$ cat config.mk
export PLATFORM = sky130hd
export DESIGN_NAME = mdu
export DESIGN_NICKNAME = d
export VERILOG_FILES = /design/src/rtl/mdu_pkg.sv /design/src/rtl/mdu_step.sv /design/src/rtl/mdu.sv
export SDC_FILE = /design/constraint.sdc
export NUM_CORES = 1
export LEC_CHECK = 0
export CORE_MARGIN = 5
export CORE_UTILIZATION = 45
export DETAILED_ROUTE_END_ITERATION = 16
export DONT_BUFFER_PORTS = 1
export PLACE_DENSITY = 0.67
export SLEW_MARGIN = 10
export SYNTH_ARGS = -nofsm -noshare
export SYNTH_HDL_FRONTEND = slang
export SYNTH_HIERARCHICAL = 1
export SYNTH_SLANG_ARGS = --single-unit
export TNS_END_PERCENT = 5
$ cat constraint.sdc
create_clock -name clk -period 4.31 [get_ports clk]
set_input_delay 0.862 -clock clk [delete_from_list [all_inputs] [get_ports clk]]
set_output_delay 0.862 -clock clk [all_outputs]
set_load 0.01 [all_outputs]
$ cat src/rtl/mdu_pkg.sv
// Shared types and small helpers for the iterative multiply/divide unit.
package mdu_pkg;

  typedef enum logic [2:0] {
    MDU_MULT  = 3'd0,
    MDU_MULTU = 3'd1,
    MDU_DIV   = 3'd2,
    MDU_DIVU  = 3'd3,
    MDU_MTHI  = 3'd4,
    MDU_MTLO  = 3'd5
  } mdu_op_t;

  typedef enum logic [1:0] {
    IDLE = 2'd0,
    RUN  = 2'd1,
    FIX  = 2'd2
  } mdu_state_t;

  // Operations that need the multi-cycle iteration.
  function automatic logic is_iter_op(input mdu_op_t op);
    return (op == MDU_MULT) || (op == MDU_MULTU) || (op == MDU_DIV) || (op == MDU_DIVU);
  endfunction

  // Operations whose operands are two's-complement.
  function automatic logic is_signed_op(input mdu_op_t op);
    return (op == MDU_MULT) || (op == MDU_DIV);
  endfunction

  // Division flavours (the rest of the iterative ops are multiplies).
  function automatic logic is_div_op(input mdu_op_t op);
    return (op == MDU_DIV) || (op == MDU_DIVU);
  endfunction

endpackage

$ cat src/rtl/mdu_step.sv
// One radix-2 iteration of the MDU datapath.
// Multiply: shift-add, multiplier in the low half, partial product in the high half.
// Divide: restoring shift-subtract, quotient grows in the low half, remainder in the high half.
module mdu_step
  import mdu_pkg::*;
#(
  parameter int WIDTH = 32
) (
  input  logic [2*WIDTH-1:0] acc_in,
  input  logic [WIDTH-1:0]   opnd,
  input  logic               is_div,
  output logic [2*WIDTH-1:0] acc_out
);

  logic [WIDTH:0] mul_sum;
  logic [WIDTH:0] rem_sh;
  logic [WIDTH:0] diff;

  // Compute the next accumulator for either a multiply or a divide step.
  always_comb begin
    mul_sum = {1'b0, acc_in[2*WIDTH-1:WIDTH]}
            + (acc_in[0] ? {1'b0, opnd} : {(WIDTH+1){1'b0}});
    // Remainder needs one extra bit: it is shifted before the trial subtract.
    rem_sh  = {acc_in[2*WIDTH-1:WIDTH], acc_in[WIDTH-1]};
    diff    = rem_sh - {1'b0, opnd};
    if (is_div) begin
      if (!diff[WIDTH]) begin
        acc_out = {diff[WIDTH-1:0], acc_in[WIDTH-2:0], 1'b1};
      end else begin
        acc_out = {rem_sh[WIDTH-1:0], acc_in[WIDTH-2:0], 1'b0};
      end
    end else begin
      acc_out = {mul_sum, acc_in[WIDTH-1:1]};
    end
  end

endmodule

$ cat src/rtl/mdu.sv
// Iterative multiply/divide unit with architectural HI/LO registers.
// MULT/MULTU/DIV/DIVU take WIDTH+1 cycles after acceptance; MTHI/MTLO complete at once.
module mdu
  import mdu_pkg::*;
#(
  parameter int WIDTH = 32
) (
  input  logic             clk,
  input  logic             rst_n,
  input  logic             start,
  input  mdu_op_t          op,
  input  logic [WIDTH-1:0] a,
  input  logic [WIDTH-1:0] b,
  input  logic             flush,
  output logic             ready,
  output logic             busy,
  output logic             done,
  output logic             div_by_zero,
  output logic [WIDTH-1:0] hi,
  output logic [WIDTH-1:0] lo
);

  localparam int CNT_W = $clog2(WIDTH + 1);

  mdu_state_t         state;
  logic [CNT_W-1:0]   count;
  logic [2*WIDTH-1:0] acc;
  logic [WIDTH-1:0]   opnd;
  logic [WIDTH-1:0]   a_raw;
  logic               op_is_div;
  logic               neg_lo;
  logic               neg_hi;
  logic               dz;

  logic               a_neg;
  logic               b_neg;
  logic [WIDTH-1:0]   a_mag;
  logic [WIDTH-1:0]   b_mag;
  logic [2*WIDTH-1:0] acc_next;
  logic [2*WIDTH-1:0] prod_neg;
  logic [WIDTH-1:0]   fix_hi;
  logic [WIDTH-1:0]   fix_lo;

  assign ready = (state == IDLE);
  assign busy  = (state != IDLE);

  // Operand magnitudes and signs, taken from the live inputs at acceptance.
  always_comb begin
    a_neg = is_signed_op(op) & a[WIDTH-1];
    b_neg = is_signed_op(op) & b[WIDTH-1];
    a_mag = a_neg ? ({WIDTH{1'b0}} - a) : a;
    b_mag = b_neg ? ({WIDTH{1'b0}} - b) : b;
  end

  mdu_step #(
    .WIDTH (WIDTH)
  ) u_step (
    .acc_in  (acc),
    .opnd    (opnd),
    .is_div  (op_is_div),
    .acc_out (acc_next)
  );

  // Final sign correction and the divide-by-zero result pattern.
  always_comb begin
    prod_neg = {(2*WIDTH){1'b0}} - acc;
    if (dz) begin
      fix_hi = a_raw;
      fix_lo = {WIDTH{1'b1}};
    end else if (op_is_div) begin
      fix_lo = neg_lo ? ({WIDTH{1'b0}} - acc[WIDTH-1:0]) : acc[WIDTH-1:0];
      fix_hi = neg_hi ? ({WIDTH{1'b0}} - acc[2*WIDTH-1:WIDTH]) : acc[2*WIDTH-1:WIDTH];
    end else if (neg_lo) begin
      fix_hi = prod_neg[2*WIDTH-1:WIDTH];
      fix_lo = prod_neg[WIDTH-1:0];
    end else begin
      fix_hi = acc[2*WIDTH-1:WIDTH];
      fix_lo = acc[WIDTH-1:0];
    end
  end

  // Control FSM, iteration state and the HI/LO/done output registers.
  always_ff @(posedge clk) begin
    if (!rst_n) begin
      state       <= IDLE;
      count       <= {CNT_W{1'b0}};
      acc         <= {(2*WIDTH){1'b0}};
      opnd        <= {WIDTH{1'b0}};
      a_raw       <= {WIDTH{1'b0}};
      op_is_div   <= 1'b0;
      neg_lo      <= 1'b0;
      neg_hi      <= 1'b0;
      dz          <= 1'b0;
      hi          <= {WIDTH{1'b0}};
      lo          <= {WIDTH{1'b0}};
      done        <= 1'b0;
      div_by_zero <= 1'b0;
    end else begin
      done        <= 1'b0;
      div_by_zero <= 1'b0;
      case (state)
        IDLE: begin
          if (start && !flush) begin
            case (op)
              MDU_MULT, MDU_MULTU: begin
                acc       <= {{WIDTH{1'b0}}, b_mag};
                opnd      <= a_mag;
                a_raw     <= a;
                op_is_div <= 1'b0;
                neg_lo    <= a_neg ^ b_neg;
                neg_hi    <= a_neg ^ b_neg;
                dz        <= 1'b0;
                count     <= {CNT_W{1'b0}};
                state     <= RUN;
              end
              MDU_DIV, MDU_DIVU: begin
                acc       <= {{WIDTH{1'b0}}, a_mag};
                opnd      <= b_mag;
                a_raw     <= a;
                op_is_div <= 1'b1;
                // Quotient sign from both operands, remainder follows the dividend.
                neg_lo    <= a_neg ^ b_neg;
                neg_hi    <= a_neg;
                dz        <= (b == {WIDTH{1'b0}});
                count     <= {CNT_W{1'b0}};
                state     <= RUN;
              end
              MDU_MTHI: begin
                hi   <= a;
                done <= 1'b1;
              end
              MDU_MTLO: begin
                lo   <= a;
                done <= 1'b1;
              end
              default: begin
              end
            endcase
          end
        end
        RUN: begin
          if (flush) begin
            state <= IDLE;
          end else begin
            acc   <= acc_next;
            count <= count + CNT_W'(1);
            if (count == CNT_W'(WIDTH - 1)) begin
              state <= FIX;
            end
          end
        end
        FIX: begin
          if (!flush) begin
            hi          <= fix_hi;
            lo          <= fix_lo;
            done        <= 1'b1;
            div_by_zero <= dz;
          end
          state <= IDLE;
        end
        default: begin
          state <= IDLE;
        end
      endcase
    end
  end

endmodule

# After elaboration in Yosys (flattened, before gate mapping)
# Index checks and enable logic that the tools add are counted.
# totals
register_bits	206
elab_cells	106
input_bits	71
# op_classes
bitwise_logic	5
n_reduce_logical	22
n_addsub	8
n_mux	42
eq_ne	16
# op_table
cell	count
32-bit two-way mux	17
64-bit two-way mux	4
64-bit case mux with 2 select lines	2
32-bit case mux with 2 select lines	3
1-bit by 32-bit subtractor with 32-bit output, first input constant	4
1-bit by 64-bit subtractor with 64-bit output, first input constant	1
32-bit by 33-bit adder with 33-bit output	1
33-bit by 32-bit subtractor with 33-bit output	1
32-bit zero test	1
6-bit two-way mux	3
4-bit AND reduction	4
6-bit case mux with 2 select lines	1
3-bit AND reduction	3
2-bit two-way mux	4
1-bit case mux with 2 select lines	4
2-bit nonzero test	4
6-bit by 1-bit adder with 6-bit output, second input constant	1
3-bit by 2-bit equality test with 1-bit output, second input constant	2
3-bit equality test, second input constant	2
6-bit by 5-bit equality test with 1-bit output, second input constant	1
2-bit by 1-bit != test with 1-bit output, second input constant	3
2-bit != test, second input constant	3
2-bit OR reduction	3
2-bit case mux with 2 select lines	1
16 further kinds	20

# Logic depth before layout (Yosys ltp)
# logic_depth
word_depth	7
ltp_mapped	16
depth_no_buf	15

# Hierarchy
# Netlist, hierarchy kept.
# modules_own_cells
mod	area_per_inst_um2	cells_each	instances
mdu	12214.2	1631	1
mdu_step	4580.6	664	1

# Worst setup path before layout
# No wires, ideal clock.
# synth_timing
path_type	reg-to-reg
from	register acc[31]
to	register acc[43]
t_arrival_ps	2947
path_buffers	1
stages_incl_launch_ff	16
required_time_ps	4240
setup_time_ps	70
period_less_slack_ps	3017
setup_slack_ps	1293
cell_sequence	dfxtp_1 > inv_1 > ha_1 > fa_1 > nand2b_1 > a21oi_1 > o21ai_1 > o21ai_2 > a31oi_4 > a21oi_4 > xor2_4 > buf_6 > o311ai_1 > a31oi_1 > nand3_1 > a21oi_1
# synth_via
elab_chain_cells	5
# synth_rtl
item	line	source
from (decl)	mdu.sv:27	logic [2*WIDTH-1:0] acc;
from (signal assigned)	mdu.sv:87	acc <= {(2*WIDTH){1'b0}};
from (signal assigned)	mdu.sv:106	acc <= {{WIDTH{1'b0}}, b_mag};
from (signal assigned)	mdu.sv:117	acc <= {{WIDTH{1'b0}}, a_mag};
33-bit by 32-bit subtractor with 33-bit output	mdu_step.sv:25	diff = rem_sh - {1'b0, opnd};
64-bit two-way mux	mdu_step.sv:27	if (!diff[WIDTH]) begin
64-bit two-way mux	mdu_step.sv:26	if (is_div) begin
named net acc_next[43]	mdu.sv:39	logic [2*WIDTH-1:0] acc_next;
64-bit two-way mux	mdu.sv:142	if (flush) begin
64-bit case mux with 2 select lines	mdu.sv:101	case (state)
# The timed path passes the listed nets, and every way through them passes these cells. The select of a mux whose other input is x is not followed.
# A chain may end at the register's enable or synchronous reset.

# Worst setup path after layout
# layout_timing
from	register acc[31]
to	register acc[56]
# The elaborated chain is that of the path after synthesis.

==> flow_summary.rst <==
.. list-table::
   :header-rows: 1

   * - Metric
     - Value
   * - Vias in the first global route
     - 16700
   * - Reg-to-reg critical path startpoint
     - acc[31]$_SDFFE_PN0P_
   * - Worst Path Class, Setup
     - reg -> reg
   * - Crit path cell chain
     - inv_1 > ha_1 > fa_1 > nand2b_1 > a21oi_1 > o21ai_1 > o21ai_2 > a31oi_4 > a21oi_4 > xor2_4 > buf_12 > mux2i_1 > mux2i_1 > nand3_1 > a21oi_1
   * - Cell with the largest stage delay on the worst path
     - sky130_fd_sc_hd__xor2_4
   * - Total clock sinks
     - roughly 210
   * - FMAX
     - around 260 MHz
   * - FFs w/ async S/R, synth
     - 0%
   * - Clock latency at the later pin of the worst-skew pair
     - roughly 0.57 ns
   * - Antenna Cells
     - 0
   * - Netlist area before placement
     - between 15000 and 20000 sq um
   * - Placeable Area
     - approximately 37000 sq um
   * - Vias per inst
     - slightly below 7
   * - Net count reported at finish
     - 2350
   * - Top routing layer in use
     - met4
   * - Final HPWL DP
     - between 50000 and 60000 microns
   * - Largest delay contributor family on the critical path
     - compound AO/OA/AOI/OAI gates
   * - Primary flip-flop cell chosen by synthesis mapping
     - sky130_fd_sc_hd__dfxtp_1
   * - Synth Net Count
     - roughly 2400
   * - Most frequently used cell type in the post-synthesis netlist
     - sky130_fd_sc_hd__nand2_1
   * - Count of buffer and inverter cells on the critical path
     - 2
   * - Critical path endpoint
     - acc[56]$_SDFFE_PN0P_
   * - Worst min-delay path category
     - in -> reg
   * - Crit path from
     - acc[31]$_SDFFE_PN0P_
   * - Hold_buf cts
     - 0
   * - CTS root buffer
     - sky130_fd_sc_hd__clkbuf_16
   * - Top cells by count, synth
     - sky130_fd_sc_hd__nand2_1, sky130_fd_sc_hd__a21oi_1, sky130_fd_sc_hd__dfxtp_1
   * - Register-to-register path setup slack
     - 0.51 ns
   * - Register area share after synthesis
     - 24.6%
   * - LEAKAGE
     - between 6 and 7 nW
   * - Number of hold violations in the final report
     - 0
   * - Fraction of post-synthesis cell area in the top cell type by area
     - 24.6%
   * - Critical-path maximum fanout
     - 18
   * - Post-CTS sizing
     - 0
   * - Violation count after the first detailed-routing iteration
     - between 2000 and 2500
   * - Number of port buffers
     - 0
   * - Number of antenna violations at the first check in global routing
     - 1
   * - Pin count of the biggest net entering global routing
     - 77
   * - Max Cap Viol
     - 0
   * - Max-slew violation count
     - 0
   * - Die outline height
     - approximately 200 microns
   * - Share of the cycle needed by the critical path after routing
     - approximately 88%
   * - Overall die area
     - 41300 sq um
   * - Post-detailed-route count of antenna-violating nets
     - 0
   * - CP endpoint kind
     - flop
   * - #FFs+latches synth
     - between 200 and 250
   * - TritonCTS clock tree
     - built
   * - All-layer global routing usage
     - ~31%
   * - Vias
     - ~18000
   * - Total Negative Setup Slacks
     - 0 ns
   * - Final setup viols
     - 0
   * - Leading cell types by total area after synthesis
     - sky130_fd_sc_hd__dfxtp_1, sky130_fd_sc_hd__nand2_1, sky130_fd_sc_hd__a21oi_1, sky130_fd_sc_hd__xnor2_1, sky130_fd_sc_hd__ha_1
   * - Number of detailed-route iterations in the first pass
     - 8
   * - Routed wire length
     - approximately 68000 microns
   * - Metal1 wirelength
     - approximately 27000 microns
   * - Slowest cell delay on critical path
     - roughly 0.49 ns
   * - Starting density of the core
     - between 40% and 50%
   * - Worst Reg-to-Reg Cells
     - 15
   * - Setup repair bufs after CTS
     - 0
   * - Power per cell area
     - 294 nW/um^2
   * - Detailed route wirelength on metal2
     - approximately 30000 microns
   * - Worst voltage drop across the vdd grid
     - 0.000272 V
   * - Routed wire per std cell
     - 25.1 microns
   * - Transition time at the pin with the least slew margin
     - 1.28 ns
   * - Number of different library cells in the post-synthesis netlist
     - 91
   * - Category of the worst setup path launch point
     - flop
   * - Total clock buffers created by CTS
     - 24
   * - Routability cong.
     - 0.979
   * - Clock buffer depth
     - 3
   * - Count of flip-flops with a built-in enable after synthesis
     - 0
   * - Level count of the clock H-tree
     - 1
   * - Worst relative slew slack
     - 14.4%
   * - Number of fillers in the final layout
     - ~3600
   * - Met3 layer wire length in the routed design
     - approximately 7600 microns
   * - Worst slack after detailed placement
     - between 0.5 and 0.6 ns
   * - Cell accounting for the most synthesized area
     - sky130_fd_sc_hd__dfxtp_1
   * - Top-level port count
     - around 140
   * - Warning count from the yosys run
     - 6
   * - Worst Slack Setup Final
     - 0.515 ns
   * - Synthesized instance count
     - ~2300
   * - Ratio of cells with drive above 1 in the final layout
     - about 8.2%
   * - Worst clock skew
     - roughly 0.031 ns
   * - Data required time at the worst endpoint
     - 4.70 ns
   * - Clock slew at reported path FFs
     - 0.07 ns
   * - End of the worst register-to-register path
     - acc[56]$_SDFFE_PN0P_
   * - Time the final worst path needs with I/O delays and setup
     - 3.80 ns
   * - Unrepaired setup endpoints after global routing
     - no
   * - Worst endpoint data arrival time
     - roughly 4.2 ns
   * - Synth Area per Inst
     - around 7.3 sq um
   * - Residual DRC
     - 0
   * - Total number of cells along the worst setup path
     - 15
   * - Area grow syn2layout
     - 7.38%
   * - Die W
     - roughly 200 microns
   * - Run status
     - finished, final reports clean
   * - FP Rows
     - 70
   * - Remaining global-route overflow
     - 0
   * - First-pass GRT wire length
     - 102000 microns
[power by group]
part	switching [mW]	internal, mW	total [mW]
Combinational	0.714	0.405	1.12
Clock	0.917	1.22	2.14
Sequential	0.0872	1.96	2.05
Total	1.72	3.58	5.30
[placed cells by master (no fill, tap or decap), types with 14 or more instances in the layout]
cell type,n
sky130_fd_sc_hd__a211oi_1,18
sky130_fd_sc_hd__a21o_1,27
sky130_fd_sc_hd__a21oi_1,229
sky130_fd_sc_hd__a221oi_1,17
sky130_fd_sc_hd__a22oi_1,15
sky130_fd_sc_hd__a31oi_1,47
sky130_fd_sc_hd__and2_1,37
sky130_fd_sc_hd__and3_1,20
sky130_fd_sc_hd__buf_4,51
sky130_fd_sc_hd__clkbuf_16,24
sky130_fd_sc_hd__dfxtp_1,205
sky130_fd_sc_hd__ha_1,69
sky130_fd_sc_hd__inv_1,66
sky130_fd_sc_hd__mux2_2,32
sky130_fd_sc_hd__mux2i_1,23
sky130_fd_sc_hd__nand2_1,319
sky130_fd_sc_hd__nand2b_1,23
sky130_fd_sc_hd__nand3_1,87
sky130_fd_sc_hd__nand4_1,21
sky130_fd_sc_hd__nor2_1,159
sky130_fd_sc_hd__nor2b_1,18
sky130_fd_sc_hd__nor3_1,41
sky130_fd_sc_hd__nor4_1,17
sky130_fd_sc_hd__o211ai_1,22
sky130_fd_sc_hd__o21ai_0,117
sky130_fd_sc_hd__o21ai_1,14
sky130_fd_sc_hd__o221ai_1,23
sky130_fd_sc_hd__o31ai_1,29
sky130_fd_sc_hd__o41ai_1,15
sky130_fd_sc_hd__or3_1,24
sky130_fd_sc_hd__or4_1,24
sky130_fd_sc_hd__xnor2_1,102
sky130_fd_sc_hd__xor2_1,66
[area by class of cell]
class | count | area, sq um | share of cell area (%)
repair buffers | 53 | 423 | 2.35
inverters | 67 | 254 | 1.41
clock inverters | 16 | 165 | 0.916
multi-input cells | 1856 | 11800 | 65.6
clock buffers | 28 | 656 | 3.64
well taps | 468 | 586 | 3.25
flip-flops and latches | 206 | 4130 | 22.9
[per-layer routing]
layer  up-vias  global-route usage, %
li1       8211                      -
met1      8667                   41.7
met2      1106                   48.5
met3       187                   6.71
met4         0                   13.5
met5         -                      0
[registers in the layout (all words and copies together), names as in the netlist]
| register | cells |
|---|---|
| opnd | 32 |
| neg_hi | 1 |
| lo | 32 |
| hi | 32 |
| a_raw | 32 |
| state | 2 |
| neg_lo | 1 |
| acc | 64 |
| dz | 1 |
| div_by_zero | 1 |
| done | 1 |
| count | 6 |
| op_is_div | 1 |
[how the worst min path moves through the flow]
| stage | from | end | slack [ns] | cells past startpoint |
|---|---|---|---|---|
| floorplan | a_raw[0]$_SDFFE_PN0P_ | a_raw[0]$_SDFFE_PN0P_ | 0.43 | 2 |
| global placement | a_raw[19]$_SDFFE_PN0P_ | a_raw[19]$_SDFFE_PN0P_ | 0.44 | 2 |
| detailed placement | a_raw[19]$_SDFFE_PN0P_ | a_raw[19]$_SDFFE_PN0P_ | 0.45 | 2 |
| CTS | a[18] | a_raw[18]$_SDFFE_PN0P_ | 0.40 | 2 |
| global route | a[22] | a_raw[22]$_SDFFE_PN0P_ | 0.41 | 2 |
| finish | a[18] | a_raw[18]$_SDFFE_PN0P_ | 0.42 | 2 |
[metrics by stage]
step	hold WS [ns]	utilization (%)	area (sq um)	cells	total power, mW
floorplan	0.431	-	16800	2295	2.87
global placement	0.438	46.9	17200	2650	3.16
detailed placement	0.446	46.9	17200	2650	3.16
CTS	0.405	49.1	18000	2694	5.29
global route	0.413	49.1	18000	2694	5.49
finish	0.424	49.1	18000	2694	5.30
[cell families after synthesis]
family	count (synthesis)	share of synthesized area [%]
adders and majority gates	71	5.38
xor gates and xnor gates	170	9.02
buffers and inverters	233	5.39
and+or+nand+nor	849	24.5
muxes	55	3.52
AOI/OAI and AO/OA	711	27.6
DFF	206	24.6
(Power assumes the default switching activity.)
